**config.mk**
```make
export PLATFORM = sky130hd
export DESIGN_NAME = home_status_decoder
export DESIGN_NICKNAME = d
export VERILOG_FILES = /design/src/rtl/home_status_decoder.sv
export SDC_FILE = /design/constraint.sdc
export NUM_CORES = 1
export LEC_CHECK = 0
export ABC_AREA = 1
export CAP_MARGIN = 15
export CELL_PAD_IN_SITES_DETAIL_PLACEMENT = 1
export CELL_PAD_IN_SITES_GLOBAL_PLACEMENT = 2
export CORE_UTILIZATION = 34
export CTS_CLUSTER_DIAMETER = 200
export DETAILED_ROUTE_END_ITERATION = 6
export HOLD_SLACK_MARGIN = 0.12
export PLACE_DENSITY_LB_ADDON = 0.1
export SYNTH_ARGS = -nofsm -noshare
export SYNTH_HDL_FRONTEND = slang
export SYNTH_SLANG_ARGS = --single-unit
```
**constraint.sdc**
```tcl
create_clock -name Clk -period 3.98 [get_ports Clk]
set_clock_uncertainty 0.2 [all_clocks]
set_input_delay 0.796 -clock Clk [delete_from_list [all_inputs] [get_ports Clk]]
set_output_delay 0.796 -clock Clk [all_outputs]
set_load 0.03 [all_outputs]
```
**src/rtl/home_status_decoder.sv**
```systemverilog
// Receive-side decoder for the controller's 3-bit display code: one-shot events, stretched
// per-actuator indicators, sticky alarm/illegal flags, saturating alarm counter and a 7-segment glyph.
module home_status_decoder #(
  parameter int HOLD_CYCLES = 16,
  parameter int CNT_W       = 8
) (
  input  logic             Clk,
  input  logic             Rst,
  input  logic [2:0]       display,
  input  logic             ack,
  output logic             evt_valid,
  output logic [2:0]       evt_code,
  output logic [5:0]       led,
  output logic             alarm_latched,
  output logic [CNT_W-1:0] alarm_count,
  output logic             err,
  output logic [6:0]       seg
);

  localparam int              TW       = $clog2(HOLD_CYCLES + 1);
  localparam logic [TW-1:0]   HOLD_T   = TW'(HOLD_CYCLES);
  localparam logic [CNT_W-1:0] CNT_MAX = '1;

  localparam logic [2:0] CODE_NONE    = 3'b000;
  localparam logic [2:0] CODE_ALARM   = 3'b011;
  localparam logic [2:0] CODE_ILLEGAL = 3'b111;

  logic [2:0]       disp_q, prev_q;
  logic             evt_valid_q, evt_valid_d;
  logic [2:0]       evt_code_q, evt_code_d;
  logic [5:0]       led_q, led_d;
  logic             alarm_q, alarm_d;
  logic [CNT_W-1:0] count_q, count_d;
  logic             err_q, err_d;
  logic [6:0]       seg_q, seg_d;
  logic [TW-1:0]    timer_q [6];
  logic [TW-1:0]    timer_d [6];
  logic [5:0]       hit;
  logic             alarm_evt;

  always_comb begin
    evt_valid_d = (disp_q != CODE_NONE) && (disp_q != CODE_ILLEGAL) && (disp_q != prev_q);
    evt_code_d  = evt_valid_d ? disp_q : evt_code_q;
    alarm_evt   = evt_valid_d && (disp_q == CODE_ALARM);

    // A set in the same cycle as ack takes priority over the clear.
    alarm_d = alarm_evt ? 1'b1 : (ack ? 1'b0 : alarm_q);
    err_d   = (disp_q == CODE_ILLEGAL) ? 1'b1 : (ack ? 1'b0 : err_q);
    count_d = (alarm_evt && (count_q != CNT_MAX)) ? count_q + CNT_W'(1) : count_q;

    // Timer i tracks code i+1; its LED sits at bit 5-i. The LED is lit while the code is
    // present and for HOLD_CYCLES cycles after the last sighting.
    hit   = '0;
    led_d = '0;
    for (int i = 0; i < 6; i++) begin
      hit[i]        = (disp_q == 3'(i + 1));
      timer_d[i]    = hit[i] ? HOLD_T :
                      ((timer_q[i] != '0) ? timer_q[i] - TW'(1) : '0);
      led_d[5 - i]  = hit[i] || (timer_q[i] != '0);
    end

    case (disp_q)
      3'b001:  seg_d = 7'b1110001;
      3'b010:  seg_d = 7'b1010000;
      3'b011:  seg_d = 7'b1110111;
      3'b100:  seg_d = 7'b0111110;
      3'b101:  seg_d = 7'b1110110;
      3'b110:  seg_d = 7'b0111001;
      3'b111:  seg_d = 7'b1000000;
      default: seg_d = 7'b0000000;
    endcase
  end

  always_ff @(posedge Clk) begin
    if (Rst) begin
      disp_q      <= '0;
      prev_q      <= '0;
      evt_valid_q <= 1'b0;
      evt_code_q  <= '0;
      led_q       <= '0;
      alarm_q     <= 1'b0;
      count_q     <= '0;
      err_q       <= 1'b0;
      seg_q       <= '0;
      for (int i = 0; i < 6; i++) timer_q[i] <= '0;
    end else begin
      disp_q      <= display;
      prev_q      <= disp_q;
      evt_valid_q <= evt_valid_d;
      evt_code_q  <= evt_code_d;
      led_q       <= led_d;
      alarm_q     <= alarm_d;
      count_q     <= count_d;
      err_q       <= err_d;
      seg_q       <= seg_d;
      for (int i = 0; i < 6; i++) timer_q[i] <= timer_d[i];
    end
  end

  assign evt_valid     = evt_valid_q;
  assign evt_code      = evt_code_q;
  assign led           = led_q;
  assign alarm_latched = alarm_q;
  assign alarm_count   = count_q;
  assign err           = err_q;
  assign seg           = seg_q;

endmodule

```
==> reports/metrics.sh, run 1 <==
PLACE.PORT_BUFFERS=32
POSTSYNTHNETCOUNT=332
CTS_INSERTED_BUFFERS=9
ANTENNA_VIOLATIONS_BEFORE_REPAIR=0
WORST_PATH_TOP_CELL_FAMILY_BY_DELAY='buffers and inverters'
YS_TYPES=27
VIA_COUNT_OF_THE_FIRST_GLOBAL_ROUTING_PASS=2011
TIMING.CRITICAL_PATH.SLOWEST_CELL_DELAY_NS=0.72
YS_SEQ_ELEMENTS=62
FP.DIEAREA_UM2=7823
CRITICAL_PATH_ARRIVAL_NS=1.51
STARTPOINT_TYPE='flop'
MIN_PERIOD_OVER_PERIOD_PCT=62.88
REG2REGPATHDEPTH=6
LARGEST_NET_DEGREE_AT_THE_START_OF_GLOBAL_ROUTING=32
MIN_DELAY_PATH_DEPTH=1
TIMING.FINAL.CRIT_PERIOD_NS=2.503
CTS-ROOT-TO-SINK-BUFFERS=2
FINAL_MAX_SLEW_VIOL_COUNT=0
OVERFLOW=0
FINAL_HOLD_VIOL_COUNT=0
MIN-DELAY-START='timer_q[2][0]'
POST-PLACE-WS_NS=1.668
N_DIODES=0
SETUP_REPAIR_AFTER_GLOBAL_ROUTING_MISSED_ITS_MARGIN='false'
TOTAL_OF_ENDPOINTS_WITH_NEGATIVE_SETUP_SLACK_IN_THE_FINAL_REPORT=0
FLOORPLAN_DIE_WIDTH_UM=88.45
MAX_CAP_VIOL_COUNT=0
DR_TOTAL_VIAS=2056
P_LEAK_nW=1.298
DIE_HEIGHT_UM=88.45
NUMBER_OF_INSTANCES_IN_THE_SYNTHESIZED_NETLIST=319
CRIT_PATH_END_KIND='primary output'
POSTCTSSETUPBUFFERS=0
NUMBER_OF_FILL_CELLS=925
CRITICAL_PATH_CLASS='reg2out'
SYNTH-WARNING-COUNT=0
MAXSLEWHEADROOM_PCT=68.74
GRT_FIRST_PASS_WIRELENGTH_UM=8963
POWER.DENSITY_CELL_AREA_nW_PER_UM2=656.9
WORST_IR_DROP_VDD_uV=241.0
LATER_PIN_CLOCK_LATENCY_IN_THE_SKEW_REPORT_NS=0.34
WORST_PIN_SLEW_NS=0.4682
R2R_SETUP_SLACK_NS=2.26
OUTCOME='finished clean'
AREA.GROWTH.SYNTH_TO_FINAL_PCT=22.94
DETAILEDROUTE.FIRSTPASSITERATIONCOUNT=4
POSTCTSRESIZEDCELLS=0
TIMING.HOLD.WORST.CLASS='reg2reg'
GRT_USE_TOTAL_PCT=15.06
CLK_TRANSITION_REPORTED_PATHS_NS=0.06
PLACE_CONGESTION=0.6876
RR_STARTPOINT='disp_q[1]'
R2R-END='alarm_count[1]'
FINALNETCOUNT=368
CP_CELL_SEQUENCE='clkdlybuf4s50_1'
PATH_BUF_INV=1
CORE_AREA_UM2=7253
DETAILEDPLACEMENTHPWL_UM=3787
SETUP_TNS_NS=0
CLK_ROOT_BUFFER_CELL='sky130_fd_sc_hd__clkbuf_8'
WORST-PATH-MAX-FANOUT=6
SEQ_AREA_FRAC_SYNTH_PCT=48.84
FIN_WS_NS=1.477
MAX_FREQ_GHz=0.3996
START_UTIL_PCT=35.04
SYN_AREA_PER_CELL_UM2=7.966
WHS_ENDPOINT='timer_q[2][0]'
CTSHTREEMAXLEVEL=3
CRITICAL_PATH.STARTPOINT='alarm_count[2]'
DRT-VIAS-PER-INSTANCE=4.489
POST_CTS_HOLD_BUFFER_COUNT=0
WORST-ENDPOINT-REQUIRED_NS=2.98
ROUTEDWLPERCELL_UM=11.56
CORE.ROWCOUNT=31
ROUTE.ANTENNA.REMAINING_NETS=0
NETLIST_AREA_UM2=2541
CTS_TREE='done'
LAYOUT_CELL_SHARE_WITH_DRIVE_STRENGTH_BEYOND_1_PCT=10.86
DRT_ITER0_DRC=30
ROUTE.FINAL.WIRE_LENGTH_UM=5293
POST-ROUTE-DRC-COUNT=0
CLOCK-SINKS=62
TIMING.CRITICAL_PATH.SLOWEST_STAGE_CELL='sky130_fd_sc_hd__clkdlybuf4s50_1'
IOS=33
[metal layers]
layer  share of wire (%)  global-route usage, %
met1                  49                  19.20
met4                 1.8                  6.598
met5                   0                      0
met2                  45                  23.78
met3                 3.5                  4.291
[kinds of logic (layout without fill, tap and decap cells)]
family                   count (synthesis)  after routing  synth area share (%)
AO/OA/AOI/OAI                           44             44                 9.453
adder cells (fa/ha/maj)                  7              7                 3.446
flip-flops                              62             62                 48.84
AND/OR/NAND/NOR                        141            141                 25.16
XOR/XNOR                                 8              8                 3.496
buffers and inverters                   57             97                 9.601
[stage by stage]
stage	cells	cell area [um2]	hold slack, ns	utilization, %	power [mW]
floorplan	319	2541	0.1925	-	1.358
global placement	443	2935	0.2069	40.47	1.522
detailed placement	443	2935	0.2068	40.47	1.541
CTS	458	3124	0.2154	43.07	2.091
global route	458	3124	0.2361	43.07	2.215
finish	458	3124	0.2106	43.07	2.052
[where the power goes]
part / switching (mW) / leakage, nW / internal [mW]
logic: 0.394 / 0.693 / 0.271
clock network: 0.239 / 0.0952 / 0.301
registers: 0.0717 / 0.510 / 0.776
total: 0.705 / 1.30 / 1.35
[worst max path at each step]
| stage | cells past startpoint | end | slack [ns] |
|---|---|---|---|
| 6_report | 1 | alarm_count[2] | 1.48 |
| 5_1_grt | 1 | alarm_count[2] | 1.43 |
| 4_1_cts | 1 | alarm_count[5] | 1.45 |
| 3_5_place_dp | 4 | timer_q[4][2] | 1.67 |
| 3_3_place_gp | 4 | timer_q[3][2] | 1.71 |
| 2_1_floorplan | 1 | seg[2] | 2.28 |
[synthesized netlist by cell type]
cell / count / area share, %
sky130_fd_sc_hd__nor2_4: 1 / 0.44
sky130_fd_sc_hd__nand3_1: 12 / 2.4
sky130_fd_sc_hd__a21oi_1: 22 / 4.3
sky130_fd_sc_hd__nand4_1: 5 / 1.2
sky130_fd_sc_hd__a31oi_1: 7 / 1.7
sky130_fd_sc_hd__buf_6: 3 / 1.3
sky130_fd_sc_hd__nand3_4: 2 / 1.4
sky130_fd_sc_hd__clkbuf_1: 2 / 0.30
sky130_fd_sc_hd__a21oi_2: 3 / 1.0
sky130_fd_sc_hd__ha_1: 7 / 3.4
sky130_fd_sc_hd__or2_2: 6 / 1.5
sky130_fd_sc_hd__buf_4: 1 / 0.30
sky130_fd_sc_hd__xor2_1: 5 / 1.7
sky130_fd_sc_hd__nor3_1: 6 / 1.2
sky130_fd_sc_hd__nand2_1: 48 / 7.1
sky130_fd_sc_hd__o21ai_0: 11 / 2.2
sky130_fd_sc_hd__nor2_2: 1 / 0.25
sky130_fd_sc_hd__inv_4: 1 / 0.25
sky130_fd_sc_hd__nand2_2: 9 / 2.2
sky130_fd_sc_hd__o21ai_1: 1 / 0.20
sky130_fd_sc_hd__dfxtp_1: 62 / 49
sky130_fd_sc_hd__buf_2: 1 / 0.20
sky130_fd_sc_hd__xnor2_4: 1 / 1.1
sky130_fd_sc_hd__inv_1: 48 / 7.1
sky130_fd_sc_hd__xnor2_1: 2 / 0.69
sky130_fd_sc_hd__nor2_1: 51 / 7.5
sky130_fd_sc_hd__buf_1: 1 / 0.15
[state kept, by name, indices dropped and copies added (netlist names)]
name	flops
prev_q	3
alarm_latched	1
evt_code	3
evt_valid	1
seg	6
led	6
err	1
disp_q	3
timer_q	30
alarm_count	8
[layout by cell type (no fill, tap or decap), types with 2 or more instances in the layout]
master                            instances
sky130_fd_sc_hd__clkdlybuf4s50_1         32
sky130_fd_sc_hd__nor3_1                   6
sky130_fd_sc_hd__inv_1                   48
sky130_fd_sc_hd__dfxtp_1                 62
sky130_fd_sc_hd__nand2_2                  9
sky130_fd_sc_hd__a21oi_2                  3
sky130_fd_sc_hd__nand2_1                 48
sky130_fd_sc_hd__clkinv_2                 2
sky130_fd_sc_hd__nand4_1                  5
sky130_fd_sc_hd__or2_2                    6
sky130_fd_sc_hd__xnor2_1                  2
sky130_fd_sc_hd__clkbuf_8                10
sky130_fd_sc_hd__a31oi_1                  7
sky130_fd_sc_hd__nor2_1                  51
sky130_fd_sc_hd__a21oi_1                 22
sky130_fd_sc_hd__ha_1                     7
sky130_fd_sc_hd__nand3_4                  2
sky130_fd_sc_hd__o21ai_0                 11
sky130_fd_sc_hd__xor2_1                   5
sky130_fd_sc_hd__nand3_1                 12
[area by class of cell]
cell class                 count  area (um2)  share of cell area, %
timing repair buffer          33       327.8                  10.49
inverter                      49       186.4                  5.967
sequential                    62        1241                  39.73
multi-input combinational    200        1056                  33.80
tap                           99       123.9                  3.965
clock inverter                 4       47.55                  1.522
clock buffer                  11       141.4                  4.525
No activity file was read; power rests on OpenSTA's default activity.
==> inputs of run 2 (changes only) <==
--- a/config.mk
+++ b/config.mk
@@ -9,7 +9,7 @@
 export CAP_MARGIN = 15
 export CELL_PAD_IN_SITES_DETAIL_PLACEMENT = 1
 export CELL_PAD_IN_SITES_GLOBAL_PLACEMENT = 2
-export CORE_UTILIZATION = 34
+export CORE_UTILIZATION = 29
 export CTS_CLUSTER_DIAMETER = 200
 export DETAILED_ROUTE_END_ITERATION = 6
 export HOLD_SLACK_MARGIN = 0.12
==> constraint.sdc (replaced) <==
create_clock -name Clk -period 2.1 [get_ports Clk]
set_clock_uncertainty 0.2 [all_clocks]
set_input_delay 0.42 -clock Clk [delete_from_list [all_inputs] [get_ports Clk]]
set_output_delay 0.42 -clock Clk [all_outputs]
set_load 0.03 [all_outputs]
==> run 2 against run 1 <==
Clock-buffer cell count grew 2. Final area grew 2.0%. Core utilization shrank 4.9 points. First-iteration DRC count grew 3.3%. Combinational power grew 91%. Sequential share of layout area shrank 0.76 points. Register-to-register slack lost 1.9 ns. Non-clock buffer count grew 3. Setup slack lost 1.4 ns. Power grew 92%. Final cell count grew 2.2%.
==> reports/metrics.sh, run 2 (same netlist as run 1, synthesis figures left out) <==
OUTCOME='finished clean'
LARGEST_REGISTER_FF_COUNT=30  # unchanged
LATER_PIN_CLOCK_LATENCY_IN_THE_SKEW_REPORT_NS=0.34  # about the same
CRIT_PATH_END_KIND='primary output'
PLACEDCELLCOUNT=452  # +2.0%
WHS_ENDPOINT='timer_q[4][0]'
REG2REGPATHDEPTH=7  # +1
ROUTEDWLPERCELL_UM=11.48  # -0.69%
MAX_FREQ_GHz=0.4944
VIA_COUNT_OF_THE_FIRST_GLOBAL_ROUTING_PASS=2058  # +2.3%
DETAILEDPLACEMENTHPWL_UM=3935  # +3.9%
LAYOUT_CELL_SHARE_WITH_DRIVE_STRENGTH_BEYOND_1_PCT=11.57  # +0.71 points
WORST_IR_DROP_VDD_uV=549.7  # +130%
LAYOUT_COMMONEST_CELL='sky130_fd_sc_hd__dfxtp_1'
MIN_DELAY_PATH_DEPTH=1  # unchanged
REG_WITH_MOST_FFS='timer_q'
PATH_BUF_INV=1  # unchanged
CP_CELL_SEQUENCE='clkdlybuf4s50_1'
LAYOUT.AREA.SEQ_UM2=1241  # unchanged
STARTPOINT_TYPE='flop'
R2R-END='evt_code[1]'
MULTIINPUTGATEAREA_UM2=1056  # unchanged
WORST-ENDPOINT-REQUIRED_NS=1.48  # -1.50 ns
FP.DIEAREA_UM2=9141  # +17%
FLOORPLAN_DIE_WIDTH_UM=95.61  # +8.1%
CRITICAL_PATH_CLASS='reg2out'
CLK_TRANSITION_REPORTED_PATHS_NS=0.07  # about the same
ROUTE.FINAL.WIRE_LENGTH_UM=5371  # +1.5%
POSTCTSSETUPBUFFERS=0  # unchanged
MAX_CAP_VIOL_COUNT=0  # unchanged
CTS_INSERTED_BUFFERS=9  # unchanged
NUMBER_OF_FILL_CELLS=1012  # +9.4%
GRT_USE_TOTAL_PCT=13.27  # -1.8 points
TOTAL_OF_ENDPOINTS_WITH_NEGATIVE_SETUP_SLACK_IN_THE_FINAL_REPORT=0  # unchanged
R2R_SETUP_SLACK_NS=0.40  # -1.86 ns
SETUP_TNS_NS=0  # unchanged
POST-PLACE-WS_NS=0.3147  # -1.354 ns
LARGEST_NET_DEGREE_AT_THE_START_OF_GLOBAL_ROUTING=32  # unchanged
MIN-DELAY-START='timer_q[4][0]'
CLOCK-SINKS=62  # unchanged
DIE_HEIGHT_UM=95.61  # +8.1%
CTS_TREE='done'
OVERFLOW=0  # unchanged
CORE.ROWCOUNT=33  # +6.5%
TIMING.HOLD.WORST.CLASS='reg2reg'
FINALNETCOUNT=371  # +0.82%
CTS-ROOT-TO-SINK-BUFFERS=2  # unchanged
CRITICAL_PATH_ARRIVAL_NS=1.40  # -0.11 ns
TIMING.CRITICAL_PATH.SLOWEST_CELL_DELAY_NS=0.69  # -0.03 ns
GRT_FIRST_PASS_WIRELENGTH_UM=9094  # +1.5%
CRIT_PATH_DEPTH=1  # unchanged
POST-ROUTE-DRC-COUNT=0  # unchanged
TIMING.FINAL.CRIT_PERIOD_NS=2.022
CTSHTREEMAXLEVEL=3  # unchanged
FINISH.CELL_COUNT_WITHOUT_FILLERS=468  # +2.2%
LAYOUT.CELLS.MOST_COMMON_LIST='62 x sky130_fd_sc_hd__dfxtp_1, 51 x sky130_fd_sc_hd__nor2_1, 48 x sky130_fd_sc_hd__inv_1, 48 x sky130_fd_sc_hd__nand2_1, 25 x sky130_fd_sc_hd__clkdlybuf4s50_1'
DRT_ITER0_DRC=31  # +3.3%
WORST_PIN_SLEW_NS=0.4156  # -0.05263 ns
DETAILEDROUTE.FIRSTPASSITERATIONCOUNT=4  # unchanged
CLK_ROOT_BUFFER_CELL='sky130_fd_sc_hd__clkbuf_8'
MIN_PERIOD_OVER_PERIOD_PCT=96.31
ROUTE.ANTENNA.REMAINING_NETS=0  # unchanged
DR_TOTAL_VIAS=2050  # -0.29%
WORST-PATH-MAX-FANOUT=4  # -2
TIMING.CRITICAL_PATH.SLOWEST_STAGE_CELL='sky130_fd_sc_hd__clkdlybuf4s50_1'
PLACE.PORT_BUFFERS=32  # unchanged
MAXSLEWHEADROOM_PCT=72.26  # +3.5 points
FINAL_MAX_SLEW_VIOL_COUNT=0  # unchanged
AREA.GROWTH.SYNTH_TO_FINAL_PCT=25.36
N_DIODES=0  # unchanged
WORST_PATH_TOP_CELL_FAMILY_BY_DELAY='buffers and inverters'
CORE_AREA_UM2=8341  # +15%
PLACE_CONGESTION=0.6778  # -1.4%
SETUP_REPAIR_AFTER_GLOBAL_ROUTING_MISSED_ITS_MARGIN='false'
POST_CTS_HOLD_BUFFER_COUNT=0  # unchanged
RR_STARTPOINT='disp_q[1]'
START_UTIL_PCT=30.47  # -4.6 points
FIN_WS_NS=0.07753  # -1.400 ns
P_LEAK_nW=1.411  # +8.7%
POWER.DENSITY_CELL_AREA_nW_PER_UM2=1238  # +88%
IOS=33  # unchanged
DRT-VIAS-PER-INSTANCE=4.380  # -2.4%
FINAL_HOLD_VIOL_COUNT=0  # unchanged
ANTENNA_VIOLATIONS_BEFORE_REPAIR=0  # unchanged
## run 2: what timing repair did
item / CTS / global route
resized for setup: 3 / 4
pin swaps: 0 / 0
endpoints found under the setup margin: 3 / 4
hold endpoints to repair: 0 / 0
## run 2: worst max-delay path by stage
stage / startpoint / to / slack [ns]
3_5_place_dp: Rst / timer_q[0][2] / 0.31
6_report: alarm_count[0] / alarm_count[0] / 0.08
3_3_place_gp: Rst / timer_q[0][2] / 0.33
4_1_cts: alarm_count[4] / alarm_count[4] / 0.00009
2_1_floorplan: alarm_count[1] / alarm_count[2] / 0.40
5_1_grt: alarm_count[0] / alarm_count[0] / 0.002
## run 2: routing by layer
layer / global-route usage (%) / wire length [um] / vias up
met5: 0 / 0 / -
met4: 7.090 / 97 / 0
met3: 3.429 / 162 / 8
met2: 21.85 / 2507 / 26
met1: 15.75 / 2604 / 935
li1: - / - / 1081
## run 2: report_power, final
group	internal, mW	switching (mW)
Sequential	1.47	0.136
Combinational	0.520	0.752
Clock	0.612	0.453
Total	2.60	1.34
## run 2: per-stage QoR
stage | cell area [um2] | power, mW | util (%) | hold WS [ns]
floorplan | 2541 | 2.574 | - | 0.1925
global placement | 2978 | 2.895 | 35.70 | 0.2027
detailed placement | 2978 | 2.936 | 35.70 | 0.2050
CTS | 3176 | 4.018 | 38.07 | 0.2147
global route | 3186 | 4.271 | 38.19 | 0.2410
finish | 3186 | 3.944 | 38.19 | 0.2097
## run 2: final cells by class
type	instances	share of cell area (%)
clock buffers	13	4.988
clock inverters	3	1.335
inverters	49	5.852
multi-input cells	200	33.15
flip-flops and latches	62	38.96
well taps	105	4.124
repair buffers	36	11.59
==> inputs of run 3 (changes only) <==
--- a/config.mk
+++ b/config.mk
@@ -17,3 +17,4 @@
 export SYNTH_ARGS = -nofsm -noshare
 export SYNTH_HDL_FRONTEND = slang
 export SYNTH_SLANG_ARGS = --single-unit
+export TNS_END_PERCENT = 1
==> results of run 3 <==
The final DEF is identical to that of run 2; final timing and power are the same.
